--- src/rtl/pipe_stage_skid.sv ---
// Pipeline stage register with valid/ready handshake, 2-entry skid buffer, flush and exception kill.
// Optional PIPE_STAGE_STATS_EN adds saturating stall/bubble cycle counters.
module pipe_stage_skid #(
    parameter int DATA_W = 128,
    parameter int CTRL_W = 8,
    parameter int EXC_W  = 5
) (
`ifdef PIPE_STAGE_STATS_EN
    output logic [31:0]       stall_cnt,
    output logic [31:0]       bubble_cnt,
`endif
    input  logic              CLK,
    input  logic              reset_n,
    input  logic              flush,
    input  logic              in_valid,
    output logic              in_ready,
    input  logic [DATA_W-1:0] in_data,
    input  logic [CTRL_W-1:0] in_ctrl,
    input  logic [EXC_W-1:0]  in_exc,
    input  logic              in_bd,
    output logic              out_valid,
    input  logic              out_ready,
    output logic [DATA_W-1:0] out_data,
    output logic [CTRL_W-1:0] out_ctrl,
    output logic [EXC_W-1:0]  out_exc,
    output logic              out_bd
);

    typedef struct packed {
        logic [DATA_W-1:0] data;
        logic [CTRL_W-1:0] ctrl;
        logic [EXC_W-1:0]  exc;
        logic              bd;
    } entry_t;

    entry_t main_q, main_d, skid_q, skid_d, in_entry;
    logic   main_valid_q, main_valid_d, skid_valid_q, skid_valid_d;
    logic   accept;

    // An excepting entry must never write architectural state downstream.
    always_comb begin
        in_entry.data = in_data;
        in_entry.ctrl = (in_exc != '0) ? '0 : in_ctrl;
        in_entry.exc  = in_exc;
        in_entry.bd   = in_bd;
    end

    assign in_ready = !skid_valid_q;
    assign accept   = in_valid && in_ready;

    always_comb begin
        main_d       = main_q;
        skid_d       = skid_q;
        main_valid_d = main_valid_q;
        skid_valid_d = skid_valid_q;
        if (flush) begin
            main_valid_d = 1'b0;
            skid_valid_d = 1'b0;
        end else if (!main_valid_q || out_ready) begin
            if (skid_valid_q) begin
                main_d       = skid_q;
                main_valid_d = 1'b1;
                skid_valid_d = accept;
                if (accept) begin
                    skid_d = in_entry;
                end
            end else begin
                main_d       = in_entry;
                main_valid_d = accept;
            end
        end else if (accept) begin
            skid_d       = in_entry;
            skid_valid_d = 1'b1;
        end
    end

    always_ff @(posedge CLK or negedge reset_n) begin
        if (!reset_n) begin
            main_q       <= '0;
            skid_q       <= '0;
            main_valid_q <= 1'b0;
            skid_valid_q <= 1'b0;
        end else begin
            main_q       <= main_d;
            skid_q       <= skid_d;
            main_valid_q <= main_valid_d;
            skid_valid_q <= skid_valid_d;
        end
    end

    assign out_valid = main_valid_q;
    assign out_data  = main_q.data;
    assign out_ctrl  = main_valid_q ? main_q.ctrl : '0;
    assign out_exc   = main_q.exc;
    assign out_bd    = main_q.bd;

`ifdef PIPE_STAGE_STATS_EN
    logic [31:0] stall_cnt_q, stall_cnt_d, bubble_cnt_q, bubble_cnt_d;

    function automatic logic [31:0] sat_inc(input logic [31:0] v);
        return (v == 32'hFFFF_FFFF) ? v : v + 32'd1;
    endfunction

    always_comb begin
        stall_cnt_d  = stall_cnt_q;
        bubble_cnt_d = bubble_cnt_q;
        if (flush) begin
            stall_cnt_d  = '0;
            bubble_cnt_d = '0;
        end else begin
            if (main_valid_q && !out_ready) begin
                stall_cnt_d = sat_inc(stall_cnt_q);
            end
            if (!main_valid_q) begin
                bubble_cnt_d = sat_inc(bubble_cnt_q);
            end
        end
    end

    always_ff @(posedge CLK or negedge reset_n) begin
        if (!reset_n) begin
            stall_cnt_q  <= '0;
            bubble_cnt_q <= '0;
        end else begin
            stall_cnt_q  <= stall_cnt_d;
            bubble_cnt_q <= bubble_cnt_d;
        end
    end

    assign stall_cnt  = stall_cnt_q;
    assign bubble_cnt = bubble_cnt_q;
`endif

endmodule

--- config.mk ---
export PLATFORM = sky130hd
export DESIGN_NAME = pipe_stage_skid
export DESIGN_NICKNAME = d
export VERILOG_FILES = /design/src/rtl/pipe_stage_skid.sv
export SDC_FILE = /design/constraint.sdc
export NUM_CORES = 1
export LEC_CHECK = 0
export ABC_AREA = 1
export CAP_MARGIN = 25
export CORE_MARGIN = 8
export CORE_UTILIZATION = 53
export CTS_BUF_LIST = sky130_fd_sc_hd__clkbuf_8
export DETAILED_ROUTE_END_ITERATION = 6
export PLACE_DENSITY_LB_ADDON = 0.2
export SYNTH_ARGS = -nofsm -noshare
export SYNTH_HDL_FRONTEND = slang
export SYNTH_SLANG_ARGS = --single-unit
--- constraint.sdc ---
create_clock -name CLK -period 1.6 [get_ports CLK]
set_input_delay 0.16 -clock CLK [delete_from_list [all_inputs] [get_ports CLK]]
set_output_delay 0.16 -clock CLK [all_outputs]
set_load 0.005 [all_outputs]
==> flow_summary_export.csv, run 1 <==
group,metric,value,unit
placed_design,dp.cells,2003,
global_routing,grt_pass1_wl,51500,um
placed_design,place.gp.congestion,0.780,
worst_setup_path,start_kind,"flip-flop",
timing,finalHoldViolCount,0,
worst_setup_path,crit_arrival,1.39,ns
floorplanning,initial_utilization,53.2,%
finish,drive_above_1_share,13.6,%
timing,rsz0062_at_grt,"false",
drt,vias,10314,
global_routing,grtUsageMet2,32.7,%
power,seqPwrFrac,49.1,%
status,outcome,"finished clean",
worst_setup_path,critPathKind,"reg -> out",
floorplanning,fp.dieH,177,um
min_path,worstHoldPathType,"in -> async",
worst_setup_path,critPathMaxStageDelay,0.50,ns
global_routing,grtUsageMet1,26.2,%
global_routing,grt_usage,20.0,%
yosys,synth_top_cells_by_area,"dfrtp_1, nand2_1, o21ai_0, buf_4, o21ai_2",
worst_setup_path,path_cells,"clkdlybuf4s50_1",
yosys,syn_inst,1551,
placed_design,hpwl,21900,um
power,power.total,18.5,mW
drt,ant_nets,0,
clocking,cts_made_buffers,49,
yosys,synth_area_per_cell,8.84,sq um
power,p_int,13.5,mW
worst_setup_path,reg2reg_from,"out_valid",
worst_setup_path,worst_setup_path_end_kind,"output pin",
power,ir_drop,0.670,mV
power,clock_power_share,33.5,%
global_routing,grt_max_degree,153,
worst_setup_path,critical_path.slowest_cell,"clkdlybuf4s50_1",
floorplanning,die_x,177,um
timing,min_period,1.55,ns
timing,setup_slack,0.0516,ns
finish,area_delta_synth_final,23.9,%
power,p_leak,9.13,nW
global_routing,top_usage_layer,"met2",
clocking,insertion_delay,0.55,ns
power,combPwrFrac,17.5,%
clocking,cts_tree,"done",
timing,finClkSkew,0.0143,ns
job,max-cap-violations,0,
clocking,cts_buffer_depth,3,
placed_design,io_buffers,290,
yosys,post-synth-top-area-fraction,52.2,%
global_routing,grt_pass1_vias,10193,
global_routing,gr-total-overflow,0,
floorplanning,boundaryPins,291,
worst_setup_path,critical-path-top-delay-family,"buffers and inverters",
yosys,yosysWarningCount,0,
timing,worst_slew_pin_slew,0.457,ns
timing,fin_crit_sh,96.8,%
clocking,cts_sinks,286,
clocking,clkTransAtPathRegs,0.06,ns
drt,drt-initial-drc-count,745,
finish,postLayoutCoreUtil,65.9,%
worst_setup_path,path_max_fanout,2,
yosys,synth_cell_type_count,22,
timing,max_freq,646,MHz
power,swShare,27.1,%
floorplanning,dieArea,31300,sq um
worst_setup_path,startpoint,"out_data[101]",
yosys,ys_seq_area_share,52.2,%
finish,instances_no_fill,2102,
clocking,htree_levels,2,
power,power_switching,5.00,mW
yosys,syn_area,13700,sq um
drt,viasPerCell,4.91,
floorplanning,coreArea,25800,sq um
floorplanning,num_rows,59,
worst_setup_path,crit_buf_inv,1,
yosys,ys_ff_latch,286,
drt,wl_per_cell,15.2,um
power,powerDensity,1090,nW/um^2
timing,finalSetupViolCount,0,
worst_setup_path,cp.required,1.44,ns
yosys,yosysTopAreaCell,"dfrtp_1",
placed_design,pre_cts_slack,-0.0782,ns
drt,route.detailed.drc,0,
drt,routed_wl,32000,um
clocking,cts-root-buf,"clkbuf_8",
timing,relSlewSlack,69.5,%
drt,drtPass1Iterations,5,
timing,slew_violations,0,
finish,nNetsFinal,1879,
yosys,syn_nets,1698,
global_routing,antenna_found_initial,3,
global_routing,use_met3,4.72,%
timing,fin_tns_setup,0,ns
==> cell families after synthesis <==
logic type,synth area share [%]
buf+inv,16.7
flops,52.2
simple gates,13.7
compound gates,17.4
==> registers in the layout, indices dropped and copies added, names as in the netlist <==
name          flops
skid_q          142
out_data        128
main_q            8
out_exc           5
out_bd            1
out_valid         1
skid_valid_q      1
==> worst paths after layout <==
kind / endpoint / slack (ns) / cells after the start
min in group CLK: skid_q[44] / 0.17 / 3
max in group asynchronous: out_data[110] / 0.87 / 3
min reg2reg: skid_q[134] / 0.47 / 2
max reg2reg: out_data[86] / 0.13 / 6
min: out_data[15] / 0.09 / 2
max: out_data[101] / 0.05 / 1
==> Yosys cell counts, drive strengths merged <==
master / n
o21ai: 410
clkinv: 1
nand2: 452
nand4: 8
a21oi: 1
clkbuf: 27
buf: 200
nor3: 1
inv: 144
nand3: 1
nor2: 20
dfrtp: 286
==> per-stage QoR <==
step | area (sq um) | hold slack, ns
finish | 17000 | 0.0938
global route | 17000 | 0.0940
CTS | 16800 | 0.0760
detailed placement | 16000 | 0.0806
global placement | 16000 | 0.0785
floorplan | 13700 | -0.136
==> cells in the final DEF (no fill, tap or decap), drive strengths merged <==
cell and count:
clkdlybuf4s50 153, a21oi 1, dlygate4sd2 92, clkinv 4, o21ai 410, diode 3, dfrtp 286, dlygate4sd3 1
clkbuf 63, clkdlybuf4s15 1, nand2 452, nand3 1, dlymetal6s2s 34, inv 163, nor3 1, clkinvlp 1
nor2 20, nand4 8, buf 73
==> per-layer routing <==
metal / part of all wire [%] / routed length (um)
met5: 0 / 0
met1: 45 / 14200
met2: 47 / 15100
met4: 2.2 / 697
met3: 6.0 / 1920
==> what timing repair did <==
item,4_1_cts,5_1_grt
hold buffers,1,0
resized for setup,124,44
hold endpoints to repair,286,0
setup endpoints to repair,104,66
setup buffers,5,6
cloned,0,1
==> area by class of cell <==
cell class                      count  area (sq um)
Multi-Input combinational cell    893          4280
Tap cell                          335           419
Clock buffer                       60           826
Timing Repair Buffer              357          3650
Antenna cell                        3          7.51
Fill cell                        2197          8770
Inverter                          145           549
Sequential cell                   286          7160
Clock inverter                     23          93.8
==> power by group through the flow <==
stage	clock network, mW	logic (mW)	registers [mW]
2_1_floorplan	0	2.27	8.99
3_3_place_gp	0	3.35	9.12
3_5_place_dp	0	3.45	9.18
4_1_cts	6.34	3.29	9.06
5_1_grt	6.68	3.65	9.20
6_report	6.18	3.22	9.06
(Power assumes the default switching activity.)
==> run 2: changes to the inputs <==
Settings changed: SLEW_MARGIN set to 25.
==> results of run 2 <==
Final layout, timing and power as in run 1 (identical DEF).
==> RTL edit: new RTL, flow settings as in run 2 <==
Set the parameter `EXC_W` to 10 (it was 5).
--- a/src/rtl/pipe_stage_skid.sv
+++ b/src/rtl/pipe_stage_skid.sv
@@ -5,3 +5,3 @@
     parameter int CTRL_W = 8,
-    parameter int EXC_W  = 5
+    parameter int EXC_W  = 10
 ) (
Ports: changed (resized in_exc and out_exc); port bits go from 291 to 301. No check against the original RTL was run, so the function may have changed too.
==> RTL edit against run 2 <==
The run now ends with negative setup slack left. Area after synthesis rose by 3.1%. Sequential cell count up 10. Setup slack got worse by 99 ps. Cell area increased by 11%. Total power rose by 8.1%. Core utilization is 4.8 points higher. Wire length grew 19%. Worst hold slack improved by 44 ps. Fmax decreased by 6.0%.
==> RTL edit: results (changes against run 2) <==
The share of post-route cells with drive strength above 1 is 21.0% (+7.4 points), and the pin count of the biggest net entering global routing is 78 (-49%). The checks that failed: negative setup slack. The static power due to leakage came out at 9.30 nW (+1.9%). The slew at the pin closest to its max-slew limit is 480 ps (+23.4 ps), and the largest stage delay on the critical path is 400 ps (-100 ps). The worst reg2reg path depth was 10 (+4).

The worst register-to-register path begins at out_valid. The setup violation total in the final timing report was 75 (+75); the worst-case hold slack was 137 ps (+43.6 ps). The logs give 18 (-18%) for the number of distinct standard cells referenced by the synthesized netlist and 38200 um (+19%) for the post-detailed-routing wire length. The run gives 0.811 (+4.0%) as the weighted congestion at the end of routability-driven global placement. The maximum fanout encountered on the critical timing path was 8 (+6); the number of DRC violations after detailed-routing iteration 0 was 877 (+18%). The via density per instance is 5.10 (+3.8%). The placed standard-cell area was 0.0168 sq mm (+4.9%); the global-route usage over all layers was 21.3% (+1.3 points).

The number of global-route vias before repair was 10795 (+5.9%). The endpoint identified for the worst register-to-register timing path is out_data[80]. The cell with the largest stage delay on the worst path was dfrtp_1.

The slack of the critical path is -47.4 ps (-99.0 ps), and the total CTS buffers is 49 (unchanged). For the maximum level of the CTS H-tree, the log shows 2 (unchanged). The logs give 1763 (+3.8%) for the total nets after synthesis and 1994 (+6.1%) for the layout net count. The sequential area share after synthesis was 52.4% (+0.19 points). Wire length of the first global-routing pass: 55200 um (+7.1%).

The worst ir drop on vdd is 0.000613 V (-8.5%), and the flip-flop count of the largest register after layout is 147 (+3.5%). The run finished, with violations left. Initial antenna violation count: 1 (-2). Yosys attributes the largest share of cell area to dfrtp_1 (52%), nand2_1 (12%), buf_4 (7.5%), o21ai_2 (7.1%), a31oi_1 (6.1%). The tools report the maximum clock skew at final layout as 14.9 ps (+0.582 ps).

The total of buffers placed on input and output ports was 300 (+3.4%). Sorting the synthesized cells by how often they occur yields nand2_1 (469), dfrtp_1 (296), nor2_1 (160), inv_1 (148), buf_4 (141). Broken down by cell family, the worst path's largest delay share belongs to buffers and inverters.
-- RTL edit: final cells by class --
type	instances	area, sq um
antenna	2	5.00
clock buffer	63	867
clock inverter	26	108
fill	2030	7770
inverter	151	579
multi-input combinational	929	4800
sequential	296	7410
tap	341	427
timing repair buffer	415	4610
-- RTL edit: metal layers --
layer	vias up	GRT usage, %	share of wire, %
met5	-	0	0
li1	5435	-	-
met3	71	4.88	6.9
met4	0	8.16	3.0
met1	5443	27.6	42
met2	378	34.6	49
-- RTL edit: cells by family after synthesis --
group	Yosys count	share of synthesized area (%)
AOI/OAI and AO/OA	287	14.4
buffers and inverters	386	15.9
DFF	296	52.4
and+or+nand+nor	642	17.4
-- RTL edit: worst max-delay path by stage --
stage,startpoint,endpoint,slack [ps],cells after the start
2_1_floorplan,out_valid,skid_q[0],180,10
3_3_place_gp,out_ready,out_data[110],-100,8
3_5_place_dp,out_ready,out_data[80],-140,8
4_1_cts,out_valid,out_ctrl[1],-60,5
5_1_grt,out_valid,out_data[111],-120,10
6_report,out_valid,out_data[80],-50,10
-- RTL edit: worst reg2reg max path, stage by stage (launching register included) --
cell	delay [ps]
dfrtp_1	400
buf_6	140
inv_4	50
nor2_4	30
buf_6	110
nor2_4	110
buf_12	170
buf_16	170
clkbuf_16	180
nor2_2	30
a31oi_1	150
-- RTL edit: through the flow --
step / total power, mW / utilization, % / instances / setup TNS [ps]
after floorplan: 11.8 / - / 1611 / 0
after detailed placement: 13.3 / 63.2 / 2085 / -14100
after global routing: 21.0 / 70.8 / 2222 / -8790
final: 20.0 / 70.8 / 2223 / -1130
after CTS: 19.6 / 66.7 / 2188 / -173
after global placement: 13.2 / 63.2 / 2085 / -12190
-- RTL edit: timing repair --
item	4_1_cts	5_1_grt
gates cloned	1	20
resized for setup	153	160
setup buffers	12	13
pin swaps	0	1
hold buffers	1	0
endpoints found under the hold margin	296	0
endpoints found under the setup margin	124	205
-- RTL edit: where the power goes --
| group | internal, mW | leakage, nW | switching, mW | total (mW) |
|---|---|---|---|---|
| logic | 2.08 | 5.16 | 1.84 | 3.92 |
| registers | 8.73 | 3.56 | 0.772 | 9.51 |
| clock network | 3.52 | 0.578 | 3.01 | 6.52 |
